## config.mk

```make
export PLATFORM = sky130hd
export DESIGN_NAME = fpu_mul_seq
export DESIGN_NICKNAME = d
export VERILOG_FILES = /design/src/rtl/fpu_pkg.sv /design/src/rtl/fp32_unpack.sv /design/src/rtl/fpu_mul_seq.sv
export SDC_FILE = /design/constraint.sdc
export NUM_CORES = 2
export LEC_CHECK = 0
export CORE_ASPECT_RATIO = 1.4
export CORE_MARGIN = 3
export CORE_UTILIZATION = 30
export DETAILED_ROUTE_END_ITERATION = 8
export PLACE_DENSITY = 0.55
export REMOVE_ABC_BUFFERS = 1
export SLEW_MARGIN = 10
export SYNTH_ARGS = -nofsm -noshare
export SYNTH_HDL_FRONTEND = slang
export SYNTH_SLANG_ARGS = --single-unit
```

## constraint.sdc

```tcl
create_clock -name clk -period 9.75 [get_ports clk]
set_input_delay 1.95 -clock clk [delete_from_list [all_inputs] [get_ports clk]]
set_output_delay 1.95 -clock clk [all_outputs]
set_load 0.01 [all_outputs]
```

## src/rtl/fpu_pkg.sv

```systemverilog
// Shared constants, FSM state type and operand classes for the packed binary32 multiplier.
package fpu_pkg;
  localparam int EXP_W    = 8;
  localparam int FRAC_W   = 23;
  localparam int EXP_BIAS = 127;
  localparam int LANES    = 2;
  localparam logic [31:0] QNAN    = 32'h7fc00000;
  localparam logic [31:0] POS_INF = 32'h7f800000;

  typedef enum logic [2:0] {S_IDLE, S_MUL, S_NORM, S_PACK, S_DONE} state_t;
  typedef enum logic [1:0] {CLS_ZERO, CLS_NORMAL, CLS_INF, CLS_NAN} fp_class_t;

  // Class of a product from the classes of its operands; Inf*0 is invalid.
  function automatic fp_class_t mul_class(input fp_class_t a, input fp_class_t b);
    if (a == CLS_NAN || b == CLS_NAN) return CLS_NAN;
    if ((a == CLS_INF && b == CLS_ZERO) || (a == CLS_ZERO && b == CLS_INF)) return CLS_NAN;
    if (a == CLS_INF || b == CLS_INF) return CLS_INF;
    if (a == CLS_ZERO || b == CLS_ZERO) return CLS_ZERO;
    return CLS_NORMAL;
  endfunction
endpackage

```

## src/rtl/fp32_unpack.sv

```systemverilog
// Combinational binary32 field split with flush-to-zero of denormals.
module fp32_unpack
  import fpu_pkg::*;
(
  input  logic [31:0]         val,
  output logic                sign,
  output logic [EXP_W-1:0]    exp,
  output logic [FRAC_W:0]     mant,
  output fp_class_t           cls
);
  always_comb begin
    sign = val[31];
    exp  = val[30:23];
    mant = {1'b1, val[FRAC_W-1:0]};
    cls  = CLS_NORMAL;
    if (exp == '0) begin
      cls  = CLS_ZERO;
      mant = '0;
    end else if (exp == '1) begin
      cls = (val[FRAC_W-1:0] != '0) ? CLS_NAN : CLS_INF;
    end
  end
endmodule

```

## src/rtl/fpu_mul_seq.sv

```systemverilog
// Multicycle packed 2x binary32 multiplier sharing one 24x24 mantissa multiplier.
// FPU_MUL_RNE_EN selects round-to-nearest-even; otherwise results are truncated.
module fpu_mul_seq
  import fpu_pkg::*;
(
  input  logic        clk,
  input  logic        reset,
  input  logic        start,
  input  logic [63:0] op_a,
  input  logic [63:0] op_b,
  output logic        busy,
  output logic        done,
  output logic [63:0] result,
  output logic [2:0]  flags
);
  // Handshake: start is accepted only in IDLE (busy=0); done pulses once per
  // accepted start with result/flags valid; start while busy is dropped.
`ifdef FPU_MUL_RNE_EN
  localparam int PW = 48;
`else
  localparam int PW = 25;
`endif

  state_t state, state_n;
  logic [63:0] a_r, b_r;
  logic        lane;
  logic        sign_r;
  logic signed [9:0] exp_r;
  logic [PW-1:0] prod_r;
  fp_class_t   cls_r;
  logic [23:0] mant_r;
  logic [2:0]  flags_acc;
`ifdef FPU_MUL_RNE_EN
  logic guard_r, sticky_r;
`endif

  logic sa, sb;
  logic [7:0] ea, eb;
  logic [23:0] ma, mb;
  fp_class_t ca, cb;

  fp32_unpack u_unpack_a (.val(lane ? a_r[63:32] : a_r[31:0]), .sign(sa), .exp(ea), .mant(ma), .cls(ca));
  fp32_unpack u_unpack_b (.val(lane ? b_r[63:32] : b_r[31:0]), .sign(sb), .exp(eb), .mant(mb), .cls(cb));

  logic signed [9:0] exp_sum;
  assign exp_sum = $signed({2'b00, ea}) + $signed({2'b00, eb}) - 10'sd127;

  // Normalisation of the registered product (bit PW-1 is product bit 47).
  logic [23:0] norm_mant;
  logic signed [9:0] norm_exp;
  always_comb begin
    norm_mant = prod_r[PW-1] ? prod_r[PW-1 -: 24] : prod_r[PW-2 -: 24];
    norm_exp  = prod_r[PW-1] ? exp_r + 10'sd1 : exp_r;
  end

  // Rounding, carry-out and range checks for the current lane.
  logic        round_up;
  logic [24:0] mant_rnd;
  logic signed [9:0] exp_rnd;
  logic [22:0] frac_rnd;
  logic [31:0] lane_res;
  logic [2:0]  lane_flags;
  always_comb begin
`ifdef FPU_MUL_RNE_EN
    round_up = guard_r & (sticky_r | mant_r[0]);
`else
    round_up = 1'b0;
`endif
    mant_rnd   = {1'b0, mant_r} + {24'd0, round_up};
    exp_rnd    = mant_rnd[24] ? exp_r + 10'sd1 : exp_r;
    frac_rnd   = mant_rnd[24] ? mant_rnd[23:1] : mant_rnd[22:0];
    lane_res   = {sign_r, 31'd0};
    lane_flags = 3'b000;
    case (cls_r)
      CLS_NAN: begin
        lane_res   = QNAN;
        lane_flags = 3'b100;
      end
      CLS_INF:  lane_res = POS_INF | {sign_r, 31'd0};
      CLS_ZERO: lane_res = {sign_r, 31'd0};
      default: begin
        if (exp_rnd >= 10'sd255) begin
          lane_res   = POS_INF | {sign_r, 31'd0};
          lane_flags = 3'b010;
        end else if (exp_rnd <= 10'sd0) begin
          lane_res   = {sign_r, 31'd0};
          lane_flags = 3'b001;
        end else begin
          lane_res = {sign_r, exp_rnd[7:0], frac_rnd};
        end
      end
    endcase
  end

  always_comb begin
    state_n = state;
    case (state)
      S_IDLE: if (start) state_n = S_MUL;
      S_MUL:  state_n = S_NORM;
      S_NORM: state_n = S_PACK;
      S_PACK: state_n = lane ? S_DONE : S_MUL;
      S_DONE: state_n = S_IDLE;
      default: state_n = S_IDLE;
    endcase
  end

  assign busy = (state != S_IDLE);
  assign done = (state == S_DONE);

  always_ff @(posedge clk or negedge reset) begin
    if (!reset) state <= S_IDLE;
    else        state <= state_n;
  end

  always_ff @(posedge clk or negedge reset) begin
    if (!reset) begin
      a_r       <= '0;
      b_r       <= '0;
      lane      <= 1'b0;
      sign_r    <= 1'b0;
      exp_r     <= '0;
      prod_r    <= '0;
      cls_r     <= CLS_ZERO;
      mant_r    <= '0;
      flags_acc <= '0;
      result    <= '0;
      flags     <= '0;
`ifdef FPU_MUL_RNE_EN
      guard_r   <= 1'b0;
      sticky_r  <= 1'b0;
`endif
    end else begin
      case (state)
        S_IDLE: if (start) begin
          a_r       <= op_a;
          b_r       <= op_b;
          lane      <= 1'b0;
          flags_acc <= '0;
        end
        S_MUL: begin
          sign_r <= sa ^ sb;
          exp_r  <= exp_sum;
          prod_r <= PW'((48'(ma) * 48'(mb)) >> (48 - PW));
          cls_r  <= mul_class(ca, cb);
        end
        S_NORM: begin
          mant_r <= norm_mant;
          exp_r  <= norm_exp;
`ifdef FPU_MUL_RNE_EN
          guard_r  <= prod_r[47] ? prod_r[23] : prod_r[22];
          sticky_r <= prod_r[47] ? (|prod_r[22:0]) : (|prod_r[21:0]);
`endif
        end
        S_PACK: begin
          if (!lane) begin
            result[31:0] <= lane_res;
            flags_acc    <= flags_acc | lane_flags;
            lane         <= 1'b1;
          end else begin
            result[63:32] <= lane_res;
            flags         <= flags_acc | lane_flags;
          end
        end
        default: ;
      endcase
    end
  end
endmodule

```

# Yosys cells after proc, flatten, opt, wreduce, memory -nomap -nowiden
# Index checks and enable logic that the tools add are counted.
# totals
ff_bits	263
in_bits	131
word_cells	110
# op_classes
addsub	3
multipliers	1
order_cmp	2
eq_ne	15
n_mux	49
bitwise	3
reduce_logical	24
# op_table
operator	n
$pmux 32 s3	1
$mux 32	2
$mux 31	2
$mul 24x24->48	1
$mux 24	2
$reduce_bool 23->1	2
$mux 2	13
$mux 23	1
$pmux 10 s2	1
$mux 1	18
$eq 8x8->1 const B	2
$logic_not 8->1	2
$eq 2x2->1 const B	6
$mux 3	4
$pmux 3 s2	2
$pmux 3 s4	1
$add 10x2->10 const B	1
$ge 10x9->1 const B	1
$le 10x1->1 const B	1
$mux 10	1
$reduce_and 2->1	5
$sub 9x7->10 const B	1
$add 8x8->9	1
$eq 3x2->1 const B	2
15 further kinds	24

# Depth between registers and ports, before layout
# logic_depth
word_depth	22
ltp_mapped	35

# Hierarchy
# From an unflattened synthesis, not the netlist that was laid out.
# unflattened
cells_unflattened	3198
area_unflattened_um2	30707.0
# by_module_without_submodules
module	n_inst	cells_each	area_per_inst_um2	seq_area_each_um2
fpu_mul_seq	1	3098	30076.3	6581.3
fp32_unpack	2	50	315.3	0.0

# Least setup slack after synthesis
# Ideal clock, no wire load.
# synth_timing
path_type	register to register
from	register lane
to	register prod_r[24]
t_arrival_ns	7.917
setup_slack_ns	1.764
stages_incl_launch_ff	33
synth_period_minus_slack_ns	7.986
path_cell_list	dfrtp_1 buf_6 buf_8 buf_6 buf_6 buf_2 a21oi_1 clkbuf_1 or3_1 clkbuf_1 nor2_1 fa_1 fa_1 inv_1 fa_1 inv_1 fa_1 inv_1 fa_1 inv_1 fa_1 inv_1 fa_1 inv_1 ha_1 and3_1 and3_1 a211oi_1 o2111ai_1 a31oi_2 o31ai_2 or4_1 nand3_1
# synth_between
elab_chain_cells	4
elab_cells_between_ends	7
cone_classes	1 x mul; 4 x mux; 2 x reduce/logical
# synth_rtl
element	line	rtl
start: declaration	fpu_mul_seq.sv:26	logic lane;
start signal: assignment	fpu_mul_seq.sv:119	lane <= 1'b0;
start signal: assignment	fpu_mul_seq.sv:137	lane <= 1'b0;
start signal: assignment	fpu_mul_seq.sv:158	lane <= 1'b1;
$mux 32 (on tied branches)	fpu_mul_seq.sv:42, fpu_mul_seq.sv:43	
$logic_not 8->1	fp32_unpack.sv:16	if (exp == '0) begin
$mux 24	fp32_unpack.sv:16	
$mul 24x24->48 (*)	fpu_mul_seq.sv:143	prod_r <= PW'((48'(ma) * 48'(mb)) >> (48 - PW));
end signal: assignment	fpu_mul_seq.sv:143	
end: declaration	fpu_mul_seq.sv:29	logic [PW-1:0] prod_r;
# Every way passes the cells marked *; elsewhere a longest branch is shown, timed or not.
# A chain may end at the register's enable or synchronous reset.

# Final worst setup path
# layout_timing
from	register lane
to	register prod_r[18]
# The elaborated chain is that of the path after synthesis.

==> Flow_metrics.wiki <==
{| class="wikitable"
! Metric !! Value
|-
| Top-Level Pins || 200
|-
| Wire length after detailed routing || slightly above 100000 µm
|-
| Num CTS Buffers || 34
|-
| Total of warnings raised by yosys || 0
|-
| DRC violations left || 0
|-
| Post-CTS setup repair buffer count || 0
|-
| Share of post-route cells with drive strength above 1 || around 10%
|-
| Worst hold path type || reg2reg
|-
| Reg2reg path depth || 27
|-
| Via density per instance || 4.881
|-
| Summed instance area of the synthesized netlist || 0.03021 mm²
|-
| Worst hold path depth || 2
|-
| Number of flops mapped to enable cells by yosys || 0
|-
| Clock root buffer || sky130_fd_sc_hd__clkbuf_16
|-
| Rows || 137
|-
| Nature of the critical path endpoint || flop
|-
| Vias in the first global route || around 25000
|-
| GRT Residual Overflow || 0
|-
| Synth Area in Compound Gates || 6.482%
|-
| DRT antenna net count || 0
|-
| Total of endpoints with negative setup slack in the final report || 0
|-
| Die area || 0.1046 mm²
|-
| Total clock sinks || 263
|-
| Number of nets at the end of the flow || between 4000 and 5000
|-
| Commonest non-fill, non-tap cell in the layout || sky130_fd_sc_hd__inv_1
|-
| Effective utilization at floorplan || 30.28%
|-
| Most used flip-flop cell after synthesis || sky130_fd_sc_hd__dfrtp_1
|-
| Clock latency on the worst-skew pair || just under 0.6 ns
|-
| Final hold viol count || 0
|-
| Avg Inst Size Synth || between 9 and 10 µm²
|-
| R2r endpoint || prod_r[18]
|-
| Remaining max-slew budget at the tightest pin || 18.75%
|-
| Register-to-Register Setup Slack || approximately 0.5 ns
|-
| Largest family of logic cells by synthesized area || adder cells
|-
| Routed length per placed instance || 21.29 µm
|-
| XOR/XNOR share of the synthesized area || 0.7538%
|-
| Last weighted congestion value of the routability-driven placer || 1.010
|-
| Cell type contributing the most total cell area after synthesis || sky130_fd_sc_hd__fa_1
|-
| Maximum clock skew at final layout || 0.02864 ns
|-
| Vias after detailed routing || roughly 23000
|-
| Worst-path fanout max || 27
|-
| Max-capacitance violation count || 0
|-
| Syn Inst Count || between 3000 and 4000
|-
| Violation count after the first detailed-route iteration || 1343
|-
| Final critical path time including I/O delays and setup || a little over 9 ns
|-
| Die X-Extent || about 270 µm
|-
| Number of levels the H-tree was split into || 2
|-
| Top achievable clock speed || 108.2 MHz
|-
| Most used cells in the layout excluding fill and tap cells || sky130_fd_sc_hd__inv_1 (590), sky130_fd_sc_hd__fa_1 (482), sky130_fd_sc_hd__nand2_1 (469)
|-
| RSZ-0062 raised after global routing || false
|-
| Largest net degree at the start of global routing || 76
|-
| Chip height || roughly 380 µm
|-
| Core region area || 0.09976 mm²
|-
| Worst hold start || result[5]
|-
| Wire length of the first global-routing pass || 152800 µm
|-
| Design area || between 0.03 and 0.04 mm²
|-
| Util after Layout || 35.21%
|-
| Crit path kind || reg2reg
|-
| Port-buffer cells || 199
|-
| Number of hold buffers added after CTS || 0
|-
| Clock Pin Slew Worst Setup and Hold Paths || roughly 0.070 ns
|-
| Post-synthesis cell type count || 74
|-
| Share of synthesized flip-flops with an asynchronous set or reset || 100.0%
|-
| Number of optimization iterations in the first detailed-route pass || 8
|-
| Count of pins over their slew limit || 0
|-
| Req. time, crit path || approximately 10 ns
|-
| Number of antenna violations at the first check in global routing || 2
|-
| Crit path DAT || roughly 9.7 ns
|-
| Maximum clock insertion buffer count || 3
|-
| Area fraction in and, or, nand and nor cells after synthesis || 13.25%
|-
| Transition time of the tightest slew-check pin || 1.185 ns
|-
| Share of the synthesized area in the top cell type || 31.94%
|-
| HPWL after detailed placement || ~83000 µm
|-
| Part of the cycle the worst path needs || 94.83%
|-
| Register area share after synthesis || 21.79%
|-
| Clock tree from TritonCTS || done
|-
| Post-synthesis adder-cell area fraction || 39.69%
|-
| Worst R2R Start || lane
|-
| Post-synthesis to final-layout area growth || 16.27%
|-
| Post-DP Area || 0.03395 mm²
|-
| Worst Hold Path EP || result[5]
|-
| Aggregate global-route resource usage || slightly below 20%
|-
| Post-cts gate resize count || 0
|-
| Startpoint class of the critical path || flop
|-
| Result of the run || finished clean
|-
| Post-synthesis sequential element count || 263
|-
| Leading cell types by total area after synthesis || sky130_fd_sc_hd__fa_1 (32%), sky130_fd_sc_hd__dfrtp_1 (22%), sky130_fd_sc_hd__ha_1 (7.7%)
|-
| Multiplexer fraction of the synthesized cell area || 8.698%
|}
worst max-delay path, stage by stage, from the launching register on:
cell and delay, ns:
sky130_fd_sc_hd__dfrtp_4 0.62, sky130_fd_sc_hd__nor3b_1 0.19, sky130_fd_sc_hd__o211ai_1 0.27, sky130_fd_sc_hd__nor2_2 0.16, sky130_fd_sc_hd__or2_1 0.36, sky130_fd_sc_hd__inv_2 0.52
sky130_fd_sc_hd__nand2_1 0.39, sky130_fd_sc_hd__inv_1 0.35, sky130_fd_sc_hd__nand2_1 0.12, sky130_fd_sc_hd__fa_1 0.57, sky130_fd_sc_hd__inv_1 0.06, sky130_fd_sc_hd__fa_1 0.51
sky130_fd_sc_hd__inv_1 0.06, sky130_fd_sc_hd__fa_1 0.58, sky130_fd_sc_hd__inv_1 0.07, sky130_fd_sc_hd__fa_1 0.40, sky130_fd_sc_hd__fa_1 0.49, sky130_fd_sc_hd__fa_1 0.51
sky130_fd_sc_hd__fa_1 0.41, sky130_fd_sc_hd__ha_1 0.43, sky130_fd_sc_hd__nand4_1 0.23, sky130_fd_sc_hd__nor2_1 0.31, sky130_fd_sc_hd__nand4_1 0.23, sky130_fd_sc_hd__a41oi_1 0.46
sky130_fd_sc_hd__a221oi_1 0.22, sky130_fd_sc_hd__o31ai_1 0.34, sky130_fd_sc_hd__xnor2_1 0.14, sky130_fd_sc_hd__o21ai_0 0.09
synth_stat cells (8+ instances only):
| library cell | number |
|---|---|
| sky130_fd_sc_hd__fa_1 | 482 |
| sky130_fd_sc_hd__a21o_1 | 14 |
| sky130_fd_sc_hd__nor3_1 | 20 |
| sky130_fd_sc_hd__xnor2_1 | 20 |
| sky130_fd_sc_hd__nor2_1 | 312 |
| sky130_fd_sc_hd__a21oi_1 | 86 |
| sky130_fd_sc_hd__nor4_1 | 13 |
| sky130_fd_sc_hd__o21a_1 | 11 |
| sky130_fd_sc_hd__clkbuf_1 | 118 |
| sky130_fd_sc_hd__buf_2 | 11 |
| sky130_fd_sc_hd__dfrtp_1 | 263 |
| sky130_fd_sc_hd__nor3b_1 | 8 |
| sky130_fd_sc_hd__ha_1 | 187 |
| sky130_fd_sc_hd__or3_1 | 12 |
| sky130_fd_sc_hd__o21bai_1 | 8 |
| sky130_fd_sc_hd__and3_1 | 10 |
| sky130_fd_sc_hd__nand2_1 | 470 |
| sky130_fd_sc_hd__inv_1 | 590 |
| sky130_fd_sc_hd__nand3_1 | 33 |
| sky130_fd_sc_hd__and2_1 | 9 |
| sky130_fd_sc_hd__mux2_2 | 172 |
| sky130_fd_sc_hd__nand4_1 | 27 |
| sky130_fd_sc_hd__o211ai_1 | 8 |
| sky130_fd_sc_hd__nor2b_1 | 12 |
| sky130_fd_sc_hd__mux2i_1 | 69 |
| sky130_fd_sc_hd__o21ai_0 | 140 |
state kept, by name, summed over array words and instances (netlist names), 3 cells and up:
signal	cells
result	64
a_r	64
state	3
flags	3
prod_r	25
b_r	64
flags_acc	3
exp_r	10
mant_r	23
per-layer routing:
layer	vias up	track usage (%)	wire (µm)
met1	11520	23.66	39070
met5	-	0	0
met4	0	10.65	6894
met3	281	2.677	6366
li1	10430	-	-
met2	948	33.13	48780
worst max-delay path by stage:
stage | to | startpoint
after floorplan | a_r[0] | start
after global placement | prod_r[23] | lane
after detailed placement | prod_r[23] | lane
after CTS | prod_r[23] | lane
after global routing | prod_r[23] | lane
final | prod_r[18] | lane
kinds of logic (layout without fill, tap and decap cells):
kind of cell | Yosys count | in the layout
AO/OA/AOI/OAI | 330 | 330
AND/OR/NAND/NOR | 956 | 956
other | 0 | 2
flip-flops | 263 | 263
buffers and inverters | 737 | 942
XOR/XNOR | 26 | 26
adder cells (fa/ha/maj) | 669 | 669
multiplexers | 241 | 241
stage by stage:
stage,worst slack [ns],hold WS [ns],instances,TNS [ns]
final,0.5042,0.4726,4749,0
after global routing,0.02974,0.4963,4748,0
after CTS,0.2728,0.4815,4747,0
after detailed placement,0.2898,0.4695,4687,0
after global placement,0.3691,0.4622,4687,0
after floorplan,-6.849,0.4418,3085,-913.49
final cells by class:
type | count | area (µm²)
clock buffer | 45 | 983.4
sequential | 263 | 6585
inverter | 600 | 2252
antenna | 2 | 5.005
tap | 1320 | 1652
multi-input combinational | 2222 | 20860
clock inverter | 15 | 167.7
fill | 10320 | 64640
timing repair buffer | 282 | 2624
Power is not shown: default switching activity piles up to over one toggle a cycle in this logic, so the estimate is an artifact.
